$ cat config.mk
export PLATFORM = sky130hd
export DESIGN_NAME = decryption_cfg_sequencer
export DESIGN_NICKNAME = d
export VERILOG_FILES = /design/src/rtl/decryption_pkg.sv /design/src/rtl/decryption_cfg_timeout.sv /design/src/rtl/decryption_cfg_sequencer.sv
export SDC_FILE = /design/constraint.sdc
export NUM_CORES = 1
export LEC_CHECK = 0
export CAP_MARGIN = 30
export CORE_ASPECT_RATIO = 0.6
export CORE_MARGIN = 4
export CORE_UTILIZATION = 45
export CTS_BUF_LIST = sky130_fd_sc_hd__clkbuf_4 sky130_fd_sc_hd__clkbuf_8
export CTS_CLUSTER_SIZE = 20
export DETAILED_ROUTE_END_ITERATION = 12
export PLACE_DENSITY = 0.81
export REMOVE_ABC_BUFFERS = 1
export SYNTH_ARGS = -nofsm -noshare
export SYNTH_HDL_FRONTEND = slang
export SYNTH_HIERARCHICAL = 1
export SYNTH_SLANG_ARGS = --single-unit
$ cat constraint.sdc
create_clock -name clk -period 3.51 [get_ports clk]
set_clock_uncertainty 0.2 [all_clocks]
set_input_delay 0.351 -clock clk [delete_from_list [all_inputs] [get_ports clk]]
set_output_delay 0.351 -clock clk [all_outputs]
set_load 0.01 [all_outputs]
$ cat src/rtl/decryption_pkg.sv
`default_nettype none
// ============================================================================
// Module      : decryption_pkg
// Description : Shared regfile addresses, cipher ids, status codes and FSM
//               encoding for the decryption config sequencer.
//               The readback states exist only when DECRYPTION_CFG_READBACK_EN
//               is defined.
// Revision    : 1.0  initial release
// ============================================================================
package decryption_pkg;

  localparam logic [7:0] ADDR_SELECT  = 8'h00;
  localparam logic [7:0] ADDR_CAESAR  = 8'h10;
  localparam logic [7:0] ADDR_SCYTALE = 8'h12;
  localparam logic [7:0] ADDR_ZIGZAG  = 8'h14;

  typedef enum logic [1:0] {
    CIPHER_CAESAR  = 2'd0,
    CIPHER_SCYTALE = 2'd1,
    CIPHER_ZIGZAG  = 2'd2,
    CIPHER_INVALID = 2'd3
  } cipher_t;

  typedef enum logic [1:0] {
    STATUS_OK         = 2'd0,
    STATUS_BAD_CIPHER = 2'd1,
    STATUS_REG_ERROR  = 2'd2,
    STATUS_TIMEOUT    = 2'd3
  } status_t;

  typedef enum logic [2:0] {
    ST_IDLE     = 3'd0,
    ST_WR_KEY   = 3'd1,
    ST_WAIT_KEY = 3'd2,
    ST_WR_SEL   = 3'd3,
    ST_WAIT_SEL = 3'd4,
`ifdef DECRYPTION_CFG_READBACK_EN
    ST_RD_SEL   = 3'd6,
    ST_WAIT_RD  = 3'd7,
`endif
    ST_RESP     = 3'd5
  } state_t;

  function automatic logic [7:0] key_addr(input cipher_t c);
    case (c)
      CIPHER_CAESAR:  key_addr = ADDR_CAESAR;
      CIPHER_SCYTALE: key_addr = ADDR_SCYTALE;
      CIPHER_ZIGZAG:  key_addr = ADDR_ZIGZAG;
      default:        key_addr = ADDR_SELECT;
    endcase
  endfunction

endpackage
`default_nettype wire

$ cat src/rtl/decryption_cfg_timeout.sv
`default_nettype none
// ============================================================================
// Module      : decryption_cfg_timeout
// Description : Loadable down-counter; expired flags the last allowed cycle
//               of a regfile wait.
// Revision    : 1.0  initial release
// ============================================================================
module decryption_cfg_timeout #(
  parameter int LIMIT = 15
) (
  input  logic clk,
  input  logic rst,
  input  logic load,
  input  logic enable,
  output logic expired
);

  logic [7:0] count;

  always_ff @(posedge clk or posedge rst) begin
    if (rst) begin
      count <= '0;
    end else if (load) begin
      count <= 8'(LIMIT);
    end else if (enable && (count != 8'd0)) begin
      count <= count - 8'd1;
    end
  end

  // A count of one means this cycle is the last one without done.
  assign expired = (count == 8'd1);

endmodule
`default_nettype wire

$ cat src/rtl/decryption_cfg_sequencer.sv
`default_nettype none
// ============================================================================
// Module      : decryption_cfg_sequencer
// Description : Accepts one cipher/key command and programs the key and select
//               registers of decryption_regfile, then reports one status.
//               DECRYPTION_CFG_READBACK_EN adds a select readback check.
// Revision    : 1.0  initial release
// ============================================================================
module decryption_cfg_sequencer
  import decryption_pkg::*;
#(
  parameter int addr_width     = 8,
  parameter int reg_width      = 16,
  parameter int timeout_cycles = 15
) (
  input  logic                  clk,
  input  logic                  rst_n,
  input  logic                  cfg_valid,
  output logic                  cfg_ready,
  input  logic [1:0]            cfg_cipher,
  input  logic [reg_width-1:0]  cfg_key,
  output logic                  rsp_valid,
  output logic [1:0]            rsp_status,
  output logic                  busy,
  output logic [addr_width-1:0] addr,
  output logic                  read,
  output logic                  write,
  output logic [reg_width-1:0]  wdata,
  input  logic [reg_width-1:0]  rdata,
  input  logic                  done,
  input  logic                  error
);

  state_t  state, state_d;
  status_t status_q, status_d;
  cipher_t cipher_q;
  logic    tmo_load, tmo_enable, tmo_expired, in_wait;

`ifdef DECRYPTION_CFG_READBACK_EN
  logic unused_rdata;
  assign unused_rdata = ^rdata[reg_width-1:2];
`else
  logic unused_rdata;
  assign unused_rdata = ^rdata;
`endif

  // rst_n is active-high in spite of its name.
  always_ff @(posedge clk or posedge rst_n) begin
    if (rst_n) begin
      state    <= ST_IDLE;
      status_q <= STATUS_OK;
      cipher_q <= CIPHER_CAESAR;
      addr     <= '0;
      wdata    <= '0;
    end else begin
      state    <= state_d;
      status_q <= status_d;
      if ((state == ST_IDLE) && cfg_valid) begin
        cipher_q <= cipher_t'(cfg_cipher);
      end
      case (state_d)
        ST_WR_KEY: begin
          addr  <= addr_width'(key_addr(cipher_t'(cfg_cipher)));
          wdata <= cfg_key;
        end
        ST_WR_SEL: begin
          addr  <= addr_width'(ADDR_SELECT);
          wdata <= reg_width'(cipher_q);
        end
`ifdef DECRYPTION_CFG_READBACK_EN
        ST_RD_SEL: addr <= addr_width'(ADDR_SELECT);
`endif
        default: ;
      endcase
    end
  end

  always_comb begin
    state_d  = state;
    status_d = status_q;
    case (state)
      ST_IDLE: begin
        if (cfg_valid) begin
          if (cipher_t'(cfg_cipher) == CIPHER_INVALID) begin
            state_d  = ST_RESP;
            status_d = STATUS_BAD_CIPHER;
          end else begin
            state_d = ST_WR_KEY;
          end
        end
      end
      ST_WR_KEY: state_d = ST_WAIT_KEY;
      ST_WAIT_KEY: begin
        if (done) begin
          if (error) begin
            state_d  = ST_RESP;
            status_d = STATUS_REG_ERROR;
          end else begin
            state_d = ST_WR_SEL;
          end
        end else if (tmo_expired) begin
          state_d  = ST_RESP;
          status_d = STATUS_TIMEOUT;
        end
      end
      ST_WR_SEL: state_d = ST_WAIT_SEL;
      ST_WAIT_SEL: begin
        if (done) begin
          if (error) begin
            state_d  = ST_RESP;
            status_d = STATUS_REG_ERROR;
          end else begin
`ifdef DECRYPTION_CFG_READBACK_EN
            state_d = ST_RD_SEL;
`else
            state_d  = ST_RESP;
            status_d = STATUS_OK;
`endif
          end
        end else if (tmo_expired) begin
          state_d  = ST_RESP;
          status_d = STATUS_TIMEOUT;
        end
      end
`ifdef DECRYPTION_CFG_READBACK_EN
      ST_RD_SEL: state_d = ST_WAIT_RD;
      ST_WAIT_RD: begin
        if (done) begin
          state_d  = ST_RESP;
          status_d = (error || (rdata[1:0] != cipher_q)) ? STATUS_REG_ERROR : STATUS_OK;
        end else if (tmo_expired) begin
          state_d  = ST_RESP;
          status_d = STATUS_TIMEOUT;
        end
      end
`endif
      ST_RESP: state_d = ST_IDLE;
      default: state_d = ST_IDLE;
    endcase
  end

  always_comb begin
    cfg_ready  = (state == ST_IDLE);
    busy       = (state != ST_IDLE);
    rsp_valid  = (state == ST_RESP);
    rsp_status = status_q;
    write      = (state == ST_WR_KEY) || (state == ST_WR_SEL);
`ifdef DECRYPTION_CFG_READBACK_EN
    read       = (state == ST_RD_SEL);
    in_wait    = (state == ST_WAIT_KEY) || (state == ST_WAIT_SEL) || (state == ST_WAIT_RD);
    tmo_load   = write || read;
`else
    read       = 1'b0;
    in_wait    = (state == ST_WAIT_KEY) || (state == ST_WAIT_SEL);
    tmo_load   = write;
`endif
    tmo_enable = in_wait && !done;
  end

  // Every strobe state is followed by a wait, so the strobe cycle reloads.
  decryption_cfg_timeout #(
    .LIMIT (timeout_cycles)
  ) u_timeout (
    .clk     (clk),
    .rst     (rst_n),
    .load    (tmo_load),
    .enable  (tmo_enable),
    .expired (tmo_expired)
  );

endmodule
`default_nettype wire
Yosys cells after proc, flatten, opt, wreduce, memory -nomap -nowiden --
Cells that the tools add are included.
Word-level totals: output and inout port bits 31, register bits 39, input port bits 39
Cells by class: muxes and demuxes 20, reductions and logical operators 14, equality and inequality tests 14, add/sub/neg operators 1
Operators with widths (count):
- one-hot mux 16 bit (2 select lines) | 1
- two-way mux 3 bit | 6
- two-way mux 8 bit | 2
- one-hot mux 8 bit (2 select lines) | 1
- one-hot mux 3 bit (5 select lines) | 1
- one-hot mux 5 bit (3 select lines) | 1
- two-way mux 2 bit | 7
- == test 3 x 2 -> 1 bit, second input constant | 3
- == test 8 x 1 -> 1 bit, second input constant | 1
- nonzero test 8 bit | 1
- subtractor 8 x 1 -> 8 bit, second input constant | 1
- == test 3 x 1 -> 1 bit, second input constant | 2
- == test 3 bit, second input constant | 2
- one-hot mux 2 bit (3 select lines) | 1
- nonzero test 3 bit | 2
- == test 2 bit, second input constant | 2
- AND reduction 4 bit | 1
- nonzero test 2 bit | 2
- logical AND 1 bit | 3
- logical NOT 3 bit | 1
- != test 3 bit, second input constant | 1
- == test 2 x 1 -> 1 bit, second input constant | 1
- logical NOT 2 bit | 1
- logical OR 1 bit | 2
- other kinds (3) | 3

Logic depth before layout (Yosys ltp) --
Gate-level depths: netlist of the first run.
depth after elaboration 6, depth in mapped cells 9

Hierarchy --
Netlist of the first run, hierarchy kept.
Modules (own cells, without submodules):
- decryption_cfg_sequencer | times used 1, area each 1398.8 um^2, cells each 130
- decryption_cfg_timeout | times used 1, area each 501.7 um^2, cells each 52

Worst setup path before layout of the first run --
No wires, ideal clock.
kind reg-to-reg, start point register u_timeout.count[2], end point register addr[1], path buffers 2, stages on the path, launching flop included 9, arrival 2.536 ns, period minus slack after synthesis 2.861 ns, required time 3.185 ns, path slack 0.649 ns, cell sequence dfrtp_1 > or4_4 > nor4b_1 > nor2_1 > o31ai_2 > and3_1 > buf_6 > buf_12 > mux2_4
On the way: word-level cells in the longest chain between the ends 6
Ends and longest elaborated chain:
- from (decl) | line decryption_cfg_timeout.sv:18 | logic [7:0] count;
- from (signal assigned) | line decryption_cfg_timeout.sv:24 | count <= 8'(LIMIT);
- from (signal assigned) | line decryption_cfg_timeout.sv:26 | count <= count - 8'd1;
- == test 8 x 1 -> 1 bit * | line decryption_cfg_timeout.sv:31 | assign expired = (count == 8'd1);
- net tmo_expired | line decryption_cfg_sequencer.sv:37 | logic tmo_load, tmo_enable, tmo_expired, in_wait;
- two-way mux 3 bit * | line decryption_cfg_sequencer.sv:101, decryption_cfg_sequencer.sv:120
- two-way mux 3 bit, on equally long branches | line decryption_cfg_sequencer.sv:108, decryption_cfg_sequencer.sv:94
- one-hot mux 3 bit (5 select lines) * | line decryption_cfg_sequencer.sv:81 | case (state)
- net state_d[0] | line decryption_cfg_sequencer.sv:34 | state_t state, state_d;
- == test 3 x 2 -> 1 bit or == test 3 x 1 -> 1 bit (tied branches) | line decryption_cfg_sequencer.sv:61 | case (state_d)
- one-hot mux 8 bit (2 select lines) or nonzero test 2 bit (tied branches)
- to (signal assigned) | line decryption_cfg_sequencer.sv:63 | addr <= addr_width'(key_addr(cipher_t'(cfg_cipher)));
- to (signal assigned) | line decryption_cfg_sequencer.sv:67 | addr <= addr_width'(ADDR_SELECT);
- to (decl) | line decryption_cfg_sequencer.sv:25 | output logic [addr_width-1:0] addr,
Mark *: on every way through the listed nets, which the timed path passes. The rest lies on a longest branch. The select of a mux whose other input is x is not followed. A chain may end at the register's enable or synchronous reset.

Final worst setup path of the first run --
start point register u_timeout.count[2], end point register wdata[0]
On the way: word-level cells in the longest chain between the ends 6
Ends and longest elaborated chain:
- == test 8 x 1 -> 1 bit * | line decryption_cfg_timeout.sv:31
- net tmo_expired | line decryption_cfg_sequencer.sv:37
- two-way mux 3 bit * | line decryption_cfg_sequencer.sv:101, decryption_cfg_sequencer.sv:120
- two-way mux 3 bit, on equally long branches | line decryption_cfg_sequencer.sv:108, decryption_cfg_sequencer.sv:94
- one-hot mux 3 bit (5 select lines) * | line decryption_cfg_sequencer.sv:81
- net state_d[0] | line decryption_cfg_sequencer.sv:34
- == test 3 x 2 -> 1 bit or == test 3 x 1 -> 1 bit (tied branches) | line decryption_cfg_sequencer.sv:61
- one-hot mux 16 bit (2 select lines) or nonzero test 2 bit (tied branches)
- to (signal assigned) | line decryption_cfg_sequencer.sv:64 | wdata <= cfg_key;
- to (signal assigned) | line decryption_cfg_sequencer.sv:68 | wdata <= reg_width'(cipher_q);
- to (decl) | line decryption_cfg_sequencer.sv:28 | output logic [reg_width-1:0] wdata,
Mark *: on every way through the listed nets, which the timed path passes. The rest lies on a longest branch.

==> metrics.csv, run 1 <==
metric;value;unit
area_growth;33.8;%
drt_iter0_drc;84;
ctsResizeCount;0;
diodes;0;
initial_core_util;49.1;%
cts-root-buf;clkbuf_8;
layout_setup_ws;0.358;ns
clockBufferDepth;2;
antenna_found_initial;0;
path_cells;or4_4, nor4b_1, nor2_1, o31ai_2, and3_1, buf_4, mux2_2;
syn_area_per_cell;10.4;um2
fmax;0.317;GHz
cp.required;3.49;ns
io_pins;70;
final_common_cell;clkdlybuf4s50_1;
setup_viol;0;
slowest_delay;0.58;ns
cellPowerDensity;823;mW/mm2
nFillCells;314;
synth_edf_count;0;
cp.arrival;3.13;ns
io_buffers;47;
place_inst;282;
yosysWarnings;6;
clock_latency;0.29;ns
synth_seq_area_share;44.8;%
fp.dieW;91.9;um
comb_power_share;47.6;%
seqPwrFrac;31.4;%
firstDrtPassIters;4;
finalNetCount;274;
synth_cell_type_count;41;
synth_compound_area_share;9.55;%
async_reset_ff_share;100;%
grt_max_degree;19;
dp_slack;0.408;ns
clock-sinks;34;
fin_cells;290;
status;completed;
hold_buffers;0;
fin_crit_sh;89.8;%
layout.area.seq;851;um2
setup_tns;0;ns
ys_ff_latch;34;
synth_fa_ha_area_share;1.97;%
rsz0062_at_grt;false;
final_cell_mix;clkdlybuf4s50_1 (47), dfrtp_1 (34), nor2_1 (25);
synth_area;0.00190;mm2
numCtsBuffers;5;
worstMarginPinSlew;0.790;ns
yosys.area_share.simple;15.5;%
grt_pass1_wl;6660;um
wl;4100;um
synth-xor-area-share;0.461;%
layout-drive-gt1-share;18.5;%
maxCapViolCount;0;
clkTransAtPathRegs;0.08;ns
p_switching;0.000701;W
setup.worst_path.end_class;register;
gp_congestion;0.810;
switching_share;33.5;%
drtAntennaViolNets;0;
syn_inst;182;
path_max_fanout;13;
rows;17;
die_h;58.3;um
muxShareOfSynthArea;17.9;%
max-vdd-ir-drop;0.439;mV
core;0.00387;mm2
htree_levels;2;
post_cts_buffers;0;
multi_input_area;885;um2
dieArea;0.00536;mm2
crit_slowest_cell;or4_4;
maxSlewHeadroom;47.3;%
synth_top_family_by_area;multiplexers;
grt_pass1_vias;1355;
cp-start-kind;register;
vias;1428;
p_leak;1.13;nW
final_max_slew_viol_count;0;
cp_top_family;simple AND/OR/NAND/NOR gates;
drc;0;
p_int;0.00139;W
crit_type;register to register;
grt_overflow;0;
crit_buf_inv;1;
hp-class;input port to async pin;
finalHoldViolCount;0;
tritoncts;yes;
vias_per_cell;4.92;
grt_use_total;16.2;%
yosys_most_used_dff;dfrtp_1;
post-dp-hpwl;3160;um
p_clk_share;20.9;%
final_util;65.7;%
wl_per_cell;14.1;um
period_needed;3.15;ns
[power groups by stage]
stage               Sequential [W]  Clock, W  Combinational, W
floorplan                 0.000695         0          0.000528
global placement          0.000658         0          0.000985
detailed placement        0.000662         0           0.00100
CTS                       0.000657  0.000444           0.00101
global route              0.000684  0.000467           0.00108
finish                    0.000658  0.000438          0.000997
[per-stage QoR]
step / total power (W) / cell area [um2] / hold slack, ns
3_3_place_gp: 0.00164 / 2380 / 0.289
3_5_place_dp: 0.00167 / 2410 / 0.295
4_1_cts: 0.00211 / 2540 / 0.150
2_1_floorplan: 0.00122 / 1810 / -0.0333
5_1_grt: 0.00223 / 2540 / 0.189
6_report: 0.00209 / 2540 / 0.148
[layout make-up]
cell class	instances	share of cell area (%)
Tap cell	57	2.80
Multi-Input combinational cell	119	34.8
Sequential cell	34	33.4
Inverter	21	3.10
Clock buffer	5	2.71
Timing Repair Buffer	51	20.5
Clock inverter	3	2.71
[Yosys cell counts, types with 2 or more instances]
master    instances  area (um2)
buf_2             2        10.0
and3_1            2        12.5
nand2b_1          2        12.5
buf_4             6        45.0
ha_1              3        37.5
inv_1            21        78.8
mux2_2           16         180
a21oi_1          11        55.1
o21ai_0           4        20.0
or4_1             2        15.0
buf_6             2        22.5
nor3_1            3        15.0
dfrtp_1          34         851
nor2_1           25        93.8
or3b_2            2        17.5
a31oi_1           3        18.8
nand2_1           2        7.51
nor2b_1           6        37.5
nor3b_1           4        30.0
mux2i_1           4        40.0
mux2_4            8         120
[worst reg2reg max path, cell delays in order (launching register included)]
cell,delay (ns)
dfrtp_1,0.45
or4_4,0.58
nor4b_1,0.48
nor2_1,0.19
o31ai_2,0.30
and3_1,0.24
buf_4,0.23
mux2_2,0.36
[flip-flops by register name, indices dropped and copies added, names as in the netlist]
| signal | count |
|---|---|
| wdata | 16 |
| u_timeout/count | 8 |
| addr | 3 |
| state | 3 |
| cipher_q | 2 |
| rsp_status | 2 |
[cell families after synthesis]
logic type	after synthesis
multiplexers	28
adder cells (fa/ha/maj)	3
other	1
flip-flops	34
AO/OA/AOI/OAI	27
XOR/XNOR	1
AND/OR/NAND/NOR	54
buffers and inverters	34
[layer usage]
| layer | routed length, um | global-route usage, % |
|---|---|---|
| met5 | 0 | 0 |
| met4 | 35 | 6.98 |
| met3 | 254 | 4.73 |
| met2 | 1820 | 22.3 |
| met1 | 1990 | 23.7 |
[worst paths after layout]
path | startpoint | end | slack, ns | cells past startpoint
min in group clk | wdata[15] | wdata[15] | 0.31 | 1
max | u_timeout/count[2] | wdata[0] | 0.36 | 7
max reg2reg | u_timeout/count[2] | wdata[0] | 0.36 | 7
max in group asynchronous | rst_n | addr[4] | 2.44 | 3
min reg2reg | wdata[15] | wdata[15] | 0.31 | 1
min | rst_n | u_timeout/count[0] | 0.15 | 2
(Power assumes the default switching activity.)
==> run 2, diff against run 1 <==
Settings changed: SKIP_LAST_GASP set to 1.
==> results of run 2 <==
Final layout, timing and power as in run 1 (identical DEF).
==> run 3, diff against run 2 <==
Settings changed: CORE_MARGIN 4 to 2, PLACE_DENSITY 0.81 to 0.82, SYNTH_HIERARCHICAL 1 to unset.
==> metrics.csv, run 3 <==
metric;value;unit;change
status;completed;;
wl;3890;um;-5.1%
clock-sinks;34;;unchanged
maxCapViolCount;0;;unchanged
vias_per_cell;5.59;;+13%
synth_area;0.00184;mm2;-3.1%
grt_overflow;0;;unchanged
synth_top_area_share;46.2;%;+1.4 points
p_leak;1.07;nW;-5.4%
cp.required;2.96;ns;-0.53 ns
final_max_slew_viol_count;0;;unchanged
io_buffers;47;;unchanged
nFillCells;309;;-1.6%
syn_inst;170;;-6.6%
yosysMostFrequentCell;dfrtp_1;;
core;0.00379;mm2;-2.2%
finalNetCount;259;;-5.5%
post-dp-hpwl;2870;um;-9.0%
met3_usage;5.98;%;+1.3 points
use_met2;24.4;%;+2.1 points
rr_endpoint;wdata[1];;
rrSetupSlack;1.10;ns;+0.74 ns
r2r_start;u_timeout.count[2];;
synth_cell_type_count;48;;+17%
cts-root-buf;clkbuf_8;;
fp.dieW;86.6;um;-5.8%
fin_crit_sh;69.2;%;-21 points
final_common_cell;clkdlybuf4s50_1;;
numCtsBuffers;5;;unchanged
vias;1486;;+4.1%
met1_usage;26.9;%;+3.2 points
gr-max-usage-layer;met1;;
reg_top3;wdata: 16 flops, u_timeout.count: 8 flops;;
largest-register;wdata;;
cp.arrival;1.88;ns;-1.25 ns
setup_tns;0;ns;unchanged
finalHoldViolCount;0;;unchanged
ys_ff_latch;34;;unchanged
drt_iter0_drc;136;;+62%
synth_area_leaders;dfrtp_1 (46%), a21bo_2 (6.0%), nand4_1 (5.1%), mux2_2 (3.7%), buf_4 (2.9%);;
cp-start-kind;register;;
area_growth;30.4;%;
clockBufferDepth;2;;unchanged
post_cts_buffers;0;;unchanged
cellPowerDensity;822;mW/mm2;-0.14%
rows;17;;unchanged
crit_type;register to primary output;;
synth_edf_count;0;;unchanged
fmax;0.412;GHz;+30%
tritoncts;yes;;
async_reset_ff_share;100;%;unchanged
final_cell_mix;clkdlybuf4s50_1 (47), dfrtp_1 (34), nand4_1 (15);;
clock_latency;0.28;ns;about the same
initial_core_util;48.6;%;-0.45 points
hp-class;input port to async pin;;
worstMarginPinSlew;0.673;ns;-0.117 ns
yosys_most_used_dff;dfrtp_1;;
largest_reg_flops;16;;unchanged
rsz0062_at_grt;false;;
antenna_found_initial;0;;unchanged
synthTopCellsByCount;dfrtp_1 (34), nand4_1 (15), a21bo_2 (11), nor2_1 (11), nand2_1 (10);;
die_h;53.6;um;-8.2%
yosysWarnings;0;;-6
maxSlewHeadroom;55.1;%;+7.8 points
grt_use_total;17.8;%;+1.5 points
htree_levels;2;;unchanged
synth_seq_area_share;46.2;%;+1.4 points
wl_per_cell;14.6;um;+3.5%
hold_buffers;0;;unchanged
diodes;0;;unchanged
final_cell_area;0.00240;mm2;-5.6%
firstDrtPassIters;5;;+1
place_area;0.00231;mm2;-4.1%
gp_congestion;0.888;;+9.6%
setup_viol;0;;unchanged
max-vdd-ir-drop;0.351;mV;-20%
dieArea;0.00464;mm2;-14%
period_needed;2.43;ns;-0.724 ns
layout-drive-gt1-share;18.7;%;+0.27 points
synth_top_cell_by_area;dfrtp_1;;
clkTransAtPathRegs;0.07;ns;about the same
setup.worst_path.end_class;primary output;;
drc;0;;unchanged
drtAntennaViolNets;0;;unchanged
grt_pass1_vias;1305;;-3.7%
syn_area_per_cell;10.8;um2;+3.7%
grt_pass1_wl;6240;um;-6.2%
io_pins;70;;unchanged
path_max_fanout;12;;-1
r2r_cells;5;;-2
ctsResizeCount;0;;unchanged
grt_max_degree;20;;+1
-- run 3: changes by cell type in the layout (fill, tap and decap cells not counted), sizes merged, moves of 4 or more --
cell | before | now
mux2 | 24 | 8
nand4 | 0 | 15
a21bo | 0 | 14
nor2 | 25 | 11
inv | 21 | 9
nand2 | 2 | 12
a21oi | 11 | 5
nor2b | 6 | 2
nor3b | 4 | 0
-- run 3: layout make-up --
type | count | area (um2) | area share (%)
Clock inverter | 1 | 5.00 | 0.208
Timing Repair Buffer | 51 | 500 | 20.8
Sequential cell | 34 | 851 | 35.4
Tap cell | 47 | 58.8 | 2.45
Clock buffer | 7 | 90.1 | 3.75
Inverter | 9 | 33.8 | 1.41
Multi-Input combinational cell | 117 | 863 | 35.9
-- run 3: report_power, final --
part / switching [W] / internal [W]
registers: 0.000121 / 0.000540
clock network: 0.000131 / 0.000166
logic: 0.000477 / 0.000540
total: 0.000728 / 0.00125
-- run 3: cells by family after synthesis --
logic type      after synthesis  share of synthesized area, %
mux                          11                          6.93
compound gates               35                          16.7
other cells                   1                         0.204
xor+xnor                      3                          1.43
flops                        34                          46.2
fa+ha+maj                     2                          1.36
simple gates                 60                          19.2
buf+inv                      24                          7.95
-- run 3: worst max path at each step --
stage	endpoint	slack [ns]	cells past startpoint	startpoint
2_1_floorplan	wdata[0]	1.08	5	u_timeout.count[2]
3_3_place_gp	wdata[1]	1.02	6	done
3_5_place_dp	wdata[1]	0.96	7	cfg_cipher[1]
4_1_cts	cfg_ready	1.10	3	state[2]
5_1_grt	wdata[1]	0.97	6	u_timeout.count[2]
6_report	write	1.08	3	state[2]
-- run 3: stage by stage --
stage	std cells	util (%)	hold slack (ns)	total power (W)	setup WS [ns]
final	266	63.5	0.265	0.00197	1.08
after global routing	266	63.5	0.305	0.00212	0.975
after CTS	266	63.5	0.286	0.00199	1.10
after detailed placement	258	60.9	0.272	0.00168	0.956
after global placement	258	60.9	0.268	0.00166	1.02
after floorplan	160	-	0.248	0.00124	1.08
-- run 3: critical path, stage by stage, from the launching register on --
cell and delay (ns):
dfrtp_1 0.49, nand2b_1 0.27, inv_1 0.25, clkdlybuf4s50_1 0.58
-- run 3: routing by layer --
| layer | wire length, um | vias up | share of wire [%] |
|---|---|---|---|
| met5 | 0 | - | 0 |
| met4 | 8 | 0 | 0.21 |
| met3 | 345 | 2 | 8.9 |
| met2 | 1590 | 69 | 41 |
| met1 | 1950 | 718 | 50 |
| li1 | - | 697 | - |
